### src/rtl/uart_rx_core_if.sv
// UART receiver port bundle: serial line, clear pulse, data and status.
// The receiver core uses the slave side; the processor uses master.
interface uart_rx_core_if;
  logic       rx;
  logic       rx_clr;
  logic [7:0] rx_data;
  logic       rx_flag;
  logic       overrun;
  logic       frame_err;
  logic       parity_err;
  logic       busy;

  modport master (
    output rx, rx_clr,
    input  rx_data, rx_flag, overrun,
    input  frame_err, parity_err, busy
  );

  modport slave (
    input  rx, rx_clr,
    output rx_data, rx_flag, overrun,
    output frame_err, parity_err, busy
  );
endinterface

### src/rtl/uart_rx_core.sv
// UART 8N1 receiver with sticky status flags.
// Define UART_RX_PARITY_EN for an even-parity bit after the data.
module uart_rx_core #(
  parameter int CLK_FREQ  = 50000000,
  parameter int BAUD_RATE = 115200
) (
  input logic     clk,
  input logic     rst,
  uart_rx_core_if.slave bus
);
  localparam int CPB  = CLK_FREQ / BAUD_RATE;
  localparam int HALF = CPB / 2;
  localparam int CW   = $clog2(CPB);
  localparam logic [CW-1:0] CNT_END = CW'(CPB - 1);
  localparam logic [CW-1:0] CNT_MID = CW'(HALF - 1);

  typedef enum logic [2:0] {
    IDLE   = 3'd0,
    START  = 3'd1,
    DATA   = 3'd2,
`ifdef UART_RX_PARITY_EN
    PARITY = 3'd3,
`endif
    STOP   = 3'd4,
    BRK    = 3'd5
  } state_t;

  state_t        state_q, state_d;
  logic [CW-1:0] cnt_q, cnt_d;
  logic [2:0]    idx_q, idx_d;
  logic [7:0]    sh_q, sh_d;
  logic [7:0]    data_q, data_d;
  logic          flag_q, flag_d;
  logic          ovr_q, ovr_d;
  logic          fe_q, fe_d;
  logic          s1, rx_s;
`ifdef UART_RX_PARITY_EN
  logic          par_q, par_d;
  logic          pe_q, pe_d;
`endif

  // Two-flop synchronizer; idles high so reset never fakes a start bit.
  always_ff @(posedge clk or posedge rst) begin
    if (rst) begin
      s1   <= 1'b1;
      rx_s <= 1'b1;
    end else begin
      s1   <= bus.rx;
      rx_s <= s1;
    end
  end

  // State register and receive datapath.
  always_ff @(posedge clk or posedge rst) begin
    if (rst) begin
      state_q <= IDLE;
      cnt_q   <= '0;
      idx_q   <= '0;
      sh_q    <= '0;
      data_q  <= '0;
      flag_q  <= 1'b0;
      ovr_q   <= 1'b0;
      fe_q    <= 1'b0;
`ifdef UART_RX_PARITY_EN
      par_q   <= 1'b0;
      pe_q    <= 1'b0;
`endif
    end else begin
      state_q <= state_d;
      cnt_q   <= cnt_d;
      idx_q   <= idx_d;
      sh_q    <= sh_d;
      data_q  <= data_d;
      flag_q  <= flag_d;
      ovr_q   <= ovr_d;
      fe_q    <= fe_d;
`ifdef UART_RX_PARITY_EN
      par_q   <= par_d;
      pe_q    <= pe_d;
`endif
    end
  end

  // Next-state logic; a clear is applied first so a byte
  // completing in the same cycle overrides it.
  always_comb begin
    state_d = state_q;
    cnt_d   = cnt_q + CW'(1);
    idx_d   = idx_q;
    sh_d    = sh_q;
    data_d  = data_q;
    flag_d  = flag_q;
    ovr_d   = ovr_q;
    fe_d    = fe_q;
`ifdef UART_RX_PARITY_EN
    par_d   = par_q;
    pe_d    = pe_q;
`endif
    if (bus.rx_clr) begin
      flag_d = 1'b0;
      ovr_d  = 1'b0;
      fe_d   = 1'b0;
`ifdef UART_RX_PARITY_EN
      pe_d   = 1'b0;
`endif
    end
    case (state_q)
      IDLE: begin
        cnt_d = '0;
        if (!rx_s) state_d = START;
      end
      START: begin
        if (cnt_q == CNT_MID) begin
          cnt_d   = '0;
          idx_d   = '0;
          state_d = rx_s ? IDLE : DATA;
        end
      end
      DATA: begin
        if (cnt_q == CNT_END) begin
          cnt_d = '0;
          sh_d  = {rx_s, sh_q[7:1]};
          idx_d = idx_q + 3'd1;
          if (idx_q == 3'd7) begin
`ifdef UART_RX_PARITY_EN
            state_d = PARITY;
`else
            state_d = STOP;
`endif
          end
        end
      end
`ifdef UART_RX_PARITY_EN
      PARITY: begin
        if (cnt_q == CNT_END) begin
          cnt_d   = '0;
          par_d   = rx_s;
          state_d = STOP;
        end
      end
`endif
      STOP: begin
        if (cnt_q == CNT_END) begin
          cnt_d = '0;
          if (rx_s) begin
            data_d  = sh_q;
            flag_d  = 1'b1;
            ovr_d   = bus.rx_clr ? 1'b0 : (ovr_q | flag_q);
`ifdef UART_RX_PARITY_EN
            if (^{sh_q, par_q}) pe_d = 1'b1;
`endif
            state_d = IDLE;
          end else begin
            fe_d    = 1'b1;
            state_d = BRK;
          end
        end
      end
      BRK: begin
        cnt_d = '0;
        if (rx_s) state_d = IDLE;
      end
      default: begin
        cnt_d   = '0;
        state_d = IDLE;
      end
    endcase
  end

  assign bus.rx_data   = data_q;
  assign bus.rx_flag   = flag_q;
  assign bus.overrun   = ovr_q;
  assign bus.frame_err = fe_q;
  assign bus.busy      = (state_q != IDLE);
`ifdef UART_RX_PARITY_EN
  assign bus.parity_err = pe_q;
`else
  assign bus.parity_err = 1'b0;
`endif
endmodule

### src/flat_wrapper.sv
// flat-port wrapper written by rule: the top's interface ports become plain ports
module uart_rx_core_flat 
#(
  parameter int CLK_FREQ  = 50000000,
  parameter int BAUD_RATE = 115200
)
  (clk, rst, bus_rx, bus_rx_clr, bus_rx_data, bus_rx_flag, bus_overrun, bus_frame_err, bus_parity_err, bus_busy);
  uart_rx_core_if bus_i ();
  input logic clk;
  input logic rst;
  input wire logic [$bits(bus_i.rx)-1:0] bus_rx;
  input wire logic [$bits(bus_i.rx_clr)-1:0] bus_rx_clr;
  output wire logic [$bits(bus_i.rx_data)-1:0] bus_rx_data;
  output wire logic [$bits(bus_i.rx_flag)-1:0] bus_rx_flag;
  output wire logic [$bits(bus_i.overrun)-1:0] bus_overrun;
  output wire logic [$bits(bus_i.frame_err)-1:0] bus_frame_err;
  output wire logic [$bits(bus_i.parity_err)-1:0] bus_parity_err;
  output wire logic [$bits(bus_i.busy)-1:0] bus_busy;
  assign bus_i.rx = bus_rx;
  assign bus_i.rx_clr = bus_rx_clr;
  assign bus_rx_data = bus_i.rx_data;
  assign bus_rx_flag = bus_i.rx_flag;
  assign bus_overrun = bus_i.overrun;
  assign bus_frame_err = bus_i.frame_err;
  assign bus_parity_err = bus_i.parity_err;
  assign bus_busy = bus_i.busy;
  uart_rx_core #(.CLK_FREQ(CLK_FREQ), .BAUD_RATE(BAUD_RATE)) u_core (.clk(clk), .rst(rst), .bus(bus_i));
endmodule
### config.mk
export PLATFORM = sky130hd
export DESIGN_NAME = uart_rx_core_flat
export DESIGN_NICKNAME = d
export VERILOG_FILES = /design/src/rtl/uart_rx_core_if.sv /design/src/rtl/uart_rx_core.sv /design/src/flat_wrapper.sv
export SDC_FILE = /design/constraint.sdc
export NUM_CORES = 1
export LEC_CHECK = 0
export ABC_AREA = 0
export CORE_UTILIZATION = 59
export CTS_CLUSTER_DIAMETER = 80
export DETAILED_ROUTE_END_ITERATION = 8
export PLACE_DENSITY = 0.83
export SLEW_MARGIN = 20
export SYNTH_ARGS = -nofsm -noshare
export SYNTH_HDL_FRONTEND = slang
export SYNTH_SLANG_ARGS = --single-unit
### constraint.sdc
create_clock -name clk -period 4.4 [get_ports clk]
set_input_delay 0.88 -clock clk [delete_from_list [all_inputs] [get_ports clk]]
set_output_delay 0.88 -clock clk [all_outputs]
set_load 0.03 [all_outputs]
==> flow_summary.html <==
<table>
<tr><th>Metric</th><th>Value</th></tr>
<tr><th colspan="2">Worst setup path</th></tr>
<tr><td>Type of origin of the critical path</td><td>register</td></tr>
<tr><td>Logic depth of the worst register-to-register path</td><td>6</td></tr>
<tr><td>Startpoint-to-endpoint class of the critical path</td><td>register to primary output</td></tr>
<tr><td>CP max FO</td><td>8</td></tr>
<tr><td>Endpoint required time on the critical path</td><td>3.52 ns</td></tr>
<tr><td>Crit-path cells</td><td>or3_1, clkdlybuf4s50_1</td></tr>
<tr><td>Cell class contributing the biggest share of worst-path delay</td><td>buffers and inverters</td></tr>
<tr><td>Startpoint of the worst-slack reg-to-reg timing path</td><td>u_core.cnt_q[1]$_DFF_PP0_</td></tr>
<tr><td>FF-to-FF End</td><td>u_core.idx_q[2]$_DFFE_PP0P_</td></tr>
<tr><td>Number of buffers and inverters on the critical path</td><td>1</td></tr>
<tr><td>Cell with the largest stage delay on the worst path</td><td>clkdlybuf4s50_1</td></tr>
<tr><td>Setup crit end kind</td><td>primary output</td></tr>
<tr><td>Crit path arrival time</td><td>1.80 ns</td></tr>
<tr><td>Flop2flop setup slack</td><td>2.41 ns</td></tr>
<tr><td>Critical path's largest stage delay</td><td>0.59 ns</td></tr>
<tr><th colspan="2">CTS</th></tr>
<tr><td>Post-CTS sizing</td><td>0</td></tr>
<tr><td>Deepest level of the CTS H-tree</td><td>2</td></tr>
<tr><td>TritonCTS clock tree</td><td>yes</td></tr>
<tr><td>Latest clock arrival within the worst-skew pair</td><td>0.34 ns</td></tr>
<tr><td>Root Driver</td><td>clkbuf_4</td></tr>
<tr><td>Clock sink total</td><td>36</td></tr>
<tr><td>CTS buffer count</td><td>5</td></tr>
<tr><td>Count of hold-fix buffers inserted at cts</td><td>0</td></tr>
<tr><td>Clock-pin slew on the worst setup and hold paths</td><td>0.10 ns</td></tr>
<tr><td>Post-CTS Setup Bufs</td><td>0</td></tr>
<tr><td>Buffer depth of the longest clock path</td><td>2</td></tr>
<tr><th colspan="2">Timing</th></tr>
<tr><td>Count of final max-slew check failures</td><td>0</td></tr>
<tr><td>Final critical-path share of the clock period</td><td>60.81%</td></tr>
<tr><td>Setup clock skew after layout</td><td>0.004961 ns</td></tr>
<tr><td>Final number of hold-violating endpoints</td><td>0</td></tr>
<tr><td>Total of endpoints with negative setup slack in the final report</td><td>0</td></tr>
<tr><td>Setup repair after global routing missed its margin</td><td>no</td></tr>
<tr><td>Min cycle time layout</td><td>2.676 ns</td></tr>
<tr><td>Setup TNS Final</td><td>0 ns</td></tr>
<tr><td>Maximum clock frequency</td><td>373.7 MHz</td></tr>
<tr><th colspan="2">Final layout</th></tr>
<tr><td>Layout Nets</td><td>157</td></tr>
<tr><td>Layout Utilization</td><td>73.07%</td></tr>
<tr><td>Area of combinational cells with multiple inputs</td><td>663.1 µm²</td></tr>
<tr><td>Final-layout fill cell count</td><td>192</td></tr>
<tr><td>Fraction of final layout cells with drive strength greater than 1</td><td>21.48%</td></tr>
<tr><td>Sequential cell area in the final layout</td><td>903.4 µm²</td></tr>
<tr><td>Highest-count cells in the layout ignoring fill and taps</td><td>dfrtp_1 (34), mux2_2 (16), clkdlybuf4s50_1 (15)</td></tr>
<tr><td>Most common cell after layout, fill and taps aside</td><td>dfrtp_1</td></tr>
<tr><td>Number of antenna cells inserted</td><td>0</td></tr>
<tr><td>Area added between synthesis and finish</td><td>14.81%</td></tr>
<tr><th colspan="2">Route</th></tr>
<tr><td>DRC violations left</td><td>0</td></tr>
<tr><td>Wire length reported by the detailed router</td><td>2688 µm</td></tr>
<tr><td>Detailed-route wire length per cell</td><td>15.02 µm</td></tr>
<tr><td>Vias per std cell</td><td>5.592</td></tr>
<tr><td>Detailed Routing Iterations Pass 1</td><td>4</td></tr>
<tr><td>Post-route antenna net violation count</td><td>0</td></tr>
<tr><td>DR vias</td><td>1001</td></tr>
<tr><td>DR iter-0 viols</td><td>13</td></tr>
<tr><th colspan="2">Global routing</th></tr>
<tr><td>Antenna violations before repair</td><td>0</td></tr>
<tr><td>Pin count of the biggest net entering global routing</td><td>37</td></tr>
<tr><td>Vias in the first global route</td><td>962</td></tr>
<tr><td>Global routing usage summed across all routing layers</td><td>21.77%</td></tr>
<tr><td>Total overflow reported by the global router</td><td>0</td></tr>
<tr><td>First-pass GRT wire length</td><td>4250 µm</td></tr>
<tr><th colspan="2">Die</th></tr>
<tr><td>Horiz. Die Dim</td><td>54.16 µm</td></tr>
<tr><td>Floorplan die area</td><td>2933 µm²</td></tr>
<tr><td>Floorplan die height</td><td>54.16 µm</td></tr>
<tr><td>Boundary pin count</td><td>17</td></tr>
<tr><td>Row count</td><td>18</td></tr>
<tr><td>Placeable Area</td><td>2522 µm²</td></tr>
<tr><td>Effective utilization at floorplan</td><td>63.64%</td></tr>
<tr><th colspan="2">Hold path</th></tr>
<tr><td>Worst Min Path Start</td><td>u_core.s1$_DFF_PP1_</td></tr>
<tr><td>Worst min-delay path class</td><td>register to register</td></tr>
<tr><td>Depth of the worst hold-timing path</td><td>0</td></tr>
<tr><td>Worst hold endpoint</td><td>u_core.rx_s$_DFF_PP1_</td></tr>
<tr><th colspan="2">Pwr</th></tr>
<tr><td>Total net switching power</td><td>117.6 µW</td></tr>
<tr><td>Reg power frac</td><td>62.8%</td></tr>
<tr><td>Leakage Power</td><td>0.8695 nW</td></tr>
<tr><td>Power Density</td><td>288.4 nW/µm²</td></tr>
<tr><td>Total internal power</td><td>413.9 µW</td></tr>
<tr><td>Power share of the clock group</td><td>35.1%</td></tr>
<tr><td>Portion of total power attributed to combinational logic</td><td>2.1%</td></tr>
<tr><td>Switching fraction of total power</td><td>22.13%</td></tr>
<tr><td>Maximum VDD drop</td><td>0.2731 mV</td></tr>
<tr><th colspan="2">Synth</th></tr>
<tr><td>Seq cells post-synth</td><td>36</td></tr>
<tr><td>Sequential cell area fraction in the yosys report</td><td>56.27%</td></tr>
<tr><td>Avg Cell Area, Syn</td><td>12.54 µm²</td></tr>
<tr><td>Warnings from Yosys</td><td>0</td></tr>
<tr><td>Net Count, Synth</td><td>137</td></tr>
<tr><td>Cells after Synth</td><td>128</td></tr>
<tr><td>Netlist area before placement</td><td>1605 µm²</td></tr>
<tr><td>Distinct cell type count of the synthesized netlist</td><td>39</td></tr>
<tr><th colspan="2">Placement</th></tr>
<tr><td>RD Place Congestion</td><td>0.7400</td></tr>
<tr><td>HPWL reported at the end of detailed placement</td><td>1916 µm</td></tr>
<tr><td>Total of buffers placed on input and output ports</td><td>15</td></tr>
<tr><th colspan="2">Run</th></tr>
<tr><td>Max-cap violations</td><td>0</td></tr>
<tr><th colspan="2">Run status</th></tr>
<tr><td>Status</td><td>finished, final reports clean</td></tr>
</table>
[final cells by class]
cell class / count / share of cell area, %
clock buffers: 7 / 2.987
clock inverters: 1 / 0.4073
multi-input cells: 84 / 35.98
well taps: 30 / 2.037
flip-flops and latches: 36 / 49.02
inverters: 5 / 1.018
repair buffers: 16 / 8.554
[logic make-up (layout without fill, tap and decap cells)]
logic type / after synthesis / count (layout) / synth area share, %
simple gates: 41 / 41 / 14.58
flops: 36 / 36 / 56.27
mux: 19 / 19 / 13.25
compound gates: 10 / 10 / 4.989
xor+xnor: 8 / 8 / 4.365
buf+inv: 8 / 29 / 2.416
fa+ha+maj: 5 / 5 / 3.897
other cells: 1 / 1 / 0.2336
[synthesized netlist by cell type]
| master | number | area [µm²] |
|---|---|---|
| o21a_1 | 1 | 7.510 |
| nand4b_1 | 1 | 8.760 |
| a22o_1 | 1 | 8.760 |
| conb_1 | 1 | 3.750 |
| inv_1 | 5 | 18.77 |
| and3_1 | 1 | 6.260 |
| nand2_1 | 8 | 30.03 |
| nor2_1 | 12 | 45.04 |
| a32o_2 | 1 | 11.26 |
| xnor2_1 | 3 | 26.28 |
| nor3_4 | 1 | 16.27 |
| and2_1 | 2 | 12.51 |
| nor3_2 | 1 | 10.01 |
| or4b_4 | 1 | 13.76 |
| nand3_1 | 3 | 15.01 |
| o221ai_1 | 1 | 8.760 |
| buf_2 | 1 | 5.000 |
| or3_1 | 2 | 12.51 |
| dfstp_2 | 2 | 52.55 |
| a31oi_1 | 1 | 6.260 |
| nand2b_1 | 1 | 6.260 |
| o32a_1 | 1 | 10.01 |
| ha_1 | 5 | 62.56 |
| and4_1 | 1 | 8.760 |
| nor2_2 | 1 | 6.260 |
| mux2_2 | 16 | 180.2 |
| o21ai_0 | 1 | 5.000 |
| a221oi_1 | 1 | 8.760 |
| buf_4 | 2 | 15.01 |
| o41ai_1 | 1 | 8.760 |
| nand4_1 | 2 | 12.51 |
| mux2i_1 | 1 | 10.01 |
| dfrtp_1 | 34 | 850.8 |
| nand4bb_1 | 1 | 11.26 |
| or2_2 | 1 | 6.260 |
| nor2b_1 | 2 | 12.51 |
| a21oi_1 | 1 | 5.000 |
| xor2_1 | 5 | 43.79 |
| mux2_1 | 2 | 22.52 |
[layer usage]
| layer | global-route usage, % | wire length, µm | vias up |
|---|---|---|---|
| met5 | 0 | 0 | - |
| met4 | 10.26 | 51 | 0 |
| met3 | 8.475 | 100 | 5 |
| met2 | 32.32 | 1285 | 16 |
| met1 | 27.76 | 1251 | 494 |
| li1 | - | - | 486 |
[flip-flops by register name, indices dropped and copies added, names as in the netlist]
signal / count
u_core.s1: 1
u_core.cnt_q: 9
u_core.bus.overrun: 1
u_core.rx_s: 1
u_core.bus.frame_err: 1
u_core.sh_q: 8
u_core.bus.rx_flag: 1
u_core.idx_q: 3
u_core.state_q: 3
u_core.bus.rx_data: 8
[worst max path at each step]
stage / startpoint / to / slack (ns) / cells past startpoint
6_report: u_core.state_q[0]$_DFFE_PP0P_ / bus_busy / 1.72 / 2
4_1_cts: u_core.state_q[0]$_DFFE_PP0P_ / bus_busy / 1.72 / 2
3_5_place_dp: u_core.state_q[0]$_DFFE_PP0P_ / bus_busy / 2.10 / 2
2_1_floorplan: u_core.cnt_q[0]$_DFF_PP0_ / u_core.idx_q[1]$_DFFE_PP0P_ / 2.56 / 6
3_3_place_gp: u_core.state_q[0]$_DFFE_PP0P_ / bus_busy / 2.13 / 2
5_1_grt: u_core.state_q[2]$_DFFE_PP0P_ / bus_busy / 1.66 / 2
[stage by stage]
| stage | power, mW | cells | worst slack [ns] | hold slack, ns | instance area [µm²] |
|---|---|---|---|---|---|
| after floorplan | 0.3467 | 128 | 2.557 | 0.3452 | 1605 |
| after global placement | 0.3511 | 171 | 2.135 | 0.3472 | 1780 |
| after detailed placement | 0.3517 | 171 | 2.103 | 0.3482 | 1780 |
| after CTS | 0.5391 | 179 | 1.720 | 0.3641 | 1843 |
| after global routing | 0.5526 | 179 | 1.662 | 0.3660 | 1843 |
| final | 0.5315 | 179 | 1.724 | 0.3621 | 1843 |
[worst register-to-register path, delay by kind of cell (launching register included)]
| kind | cells | cell delay [ns] |
|---|---|---|
| AND/OR/NAND/NOR | 2 | 0.64 |
| flip-flops | 1 | 0.43 |
| multiplexers | 1 | 0.32 |
| AO/OA/AOI/OAI | 1 | 0.24 |
| adder cells (fa/ha/maj) | 1 | 0.16 |
| buffers and inverters | 1 | 0.10 |
[power groups by stage]
stage | combinational, mW | clock [mW] | sequential [mW]
floorplan | 0.00721 | 0 | 0.339
global placement | 0.0114 | 0 | 0.340
detailed placement | 0.0118 | 0 | 0.340
CTS | 0.0118 | 0.194 | 0.334
global route | 0.0131 | 0.206 | 0.334
finish | 0.0113 | 0.187 | 0.334
Power figures use the tool's default switching activity.
==> edit (config.mk and constraints unchanged) <==
Take the reset off `data_q` and load it in a clocked block of its own.
--- a/src/rtl/uart_rx_core.sv
+++ b/src/rtl/uart_rx_core.sv
@@ -59,3 +59,2 @@
       sh_q    <= '0;
-      data_q  <= '0;
       flag_q  <= 1'b0;
@@ -72,3 +71,2 @@
       sh_q    <= sh_d;
-      data_q  <= data_d;
       flag_q  <= flag_d;
@@ -81,2 +79,6 @@
     end
+  end
+
+  always_ff @(posedge clk) begin
+    data_q <= data_d;
   end
Formal check against the unedited RTL: same outputs for any inputs over 10 cycles, from zero or initial values and one cycle with rst high; that may be too few to reach the edited logic, so the function may still have changed.
==> edit against the original RTL <==
- area after synthesis increased by 1.4%
- final area increased by 1.2%
- sequential cell count unchanged
- clock power increased by 6%
- power increased by 3.5%
- routed wire length increased by 7.3%
- utilization increased by 0.24 points
- worst hold slack about the same
- setup slack improved by 0.024 ns
- critical path type unchanged
- largest cell class unchanged
==> edit: results (changes against the original RTL) <==
Critical path
  – Worst R2R Setup Slack: 2.20 ns (-0.21 ns)
  – Arr. time, crit path: 1.77 ns (-0.03 ns)

Logic synthesis
  – Complex-gate fraction of the synthesized area: 0.0815 (+0.0316)
  – Adder and majority cell fraction of the synthesized area: 0.0384 (-0.000539)
  – Post-synth top area share: 0.400 (-0.130)
  – Synthesized netlist cell count: 130 (+1.6%)
  – Top post-synthesis cells by area: dfrtp_1 40%, edfxtp_1 15%, mux2_4 5.5%
  – Yosys cell types: 40 (+2.6%)
  – XOR/XNOR Fraction of Synth Area: 0.0377 (-0.00598)
  – Sequential element share of the synthesized area: 0.580 (+0.0168)
  – Syn_nets: 139 (+1.5%)

Finish
  – Final Instance Area: 0.00187 mm² (+1.2%)
  – Layout buffering overhead excluding clock cells: 0.0805 (-0.00506)
  – Clock Buffer Count: 8 (+1)
  – Nets@finish: 159 (+1.3%)
  – Layout filler cell count: 164 (-15%)
  – Multi-In Gates: 83 (-1.2%)
  – Inverters: 9 (+4)
  – Multi-input combinational area share: 0.339 (-0.0211)
  – Non-clock buffer count in the final layout: 15 (-1)
  – Layout Cells excl Fill: 181 (+1.1%)
  – Layout cells sized above 1: 0.139 (-0.0757)
  – Reg area: 943 µm² (+4.4%)

Placement
  – Hpwl dp: 2.09 mm (+9.2%)
  – Setup WS pre-CTS: 2.12 ns (+0.0134 ns)
  – Gpl congestion: 0.779 (+5.3%)

Detailed routing
  – Met3 wire len: 126 µm (+26%)
  – M1 wire length: 1.21 mm (-3.7%)
  – Met2 WL: 1.49 mm (+16%)
  – Drt first-iter violations: 32 (+19)
  – Vias/cell: 5.67 (+1.5%)

Global routing
  – Vias in the first global route: 1,041 (+8.2%)
  – M1 GR Usage: 0.258 (-0.0199)
  – Met2 Usage GRT: 0.417 (+0.0935)
  – Met3 Use GR: 0.0778 (-0.00697)
  – First-pass GRT wire length: 4.72 mm (+11%)
  – Pin count of the biggest net entering global routing: 29 (-22%)

Timing
  – Min Hold Slack: 0.362 ns (-0.000291 ns)
  – Min Tclk post-route: 2.65 ns (-0.0243 ns)
  – Worst clock skew: 0.00839 ns (+0.00343 ns)

Status
  – Outcome: finished clean

Power
  – Max VDD drop: 0.290 mV (+6.3%)
edit: cell count changes after synthesis, sizes merged, moves of 2 or more:
cell    change
a21o        +2
a41oi       +2
and2        -2
and3b       +3
dfrtp       -8
edfxtp      +8
inv         +4
mux2       -10
o21ai       +4
o21bai      +2
xnor2       +2
xor2        -3
edit: cell families after synthesis:
family          Yosys count
flops                    36
mux                       8
fa+ha+maj                 5
other cells               1
simple gates             43
buf+inv                  11
compound gates           19
xor+xnor                  7
edit: path summary, 6_finish.rpt:
kind | cells after the start | startpoint | endpoint
setup / recovery | 2 | u_core.state_q[2]$_DFFE_PP0P_ | bus_busy
hold / removal | 0 | u_core.s1$_DFF_PP1_ | u_core.rx_s$_DFF_PP1_
setup reg to reg | 3 | u_core.cnt_q[3]$_DFF_PP0_ | u_core.sh_q[5]$_DFFE_PP0P_
hold reg to reg | 0 | u_core.s1$_DFF_PP1_ | u_core.rx_s$_DFF_PP1_
max in group asynchronous | 2 | rst | u_core.sh_q[4]$_DFFE_PP0P_
min in group asynchronous | 2 | rst | u_core.idx_q[2]$_DFFE_PP0P_
edit: worst reg2reg max path: cells and delay by family, from the launching register on:
| family | cells | cell delay, ns |
|---|---|---|
| muxes | 1 | 0.42 |
| DFF | 1 | 0.47 |
| and+or+nand+nor | 2 | 1.22 |
edit: power groups by stage:
| stage | sequential [mW] | combinational, mW | clock, mW |
|---|---|---|---|
| 2_1_floorplan | 0.349 | 0.00645 | 0 |
| 3_3_place_gp | 0.349 | 0.00980 | 0 |
| 3_5_place_dp | 0.349 | 0.00994 | 0 |
| 4_1_cts | 0.342 | 0.00995 | 0.201 |
| 5_1_grt | 0.343 | 0.0111 | 0.215 |
| 6_report | 0.343 | 0.00970 | 0.198 |
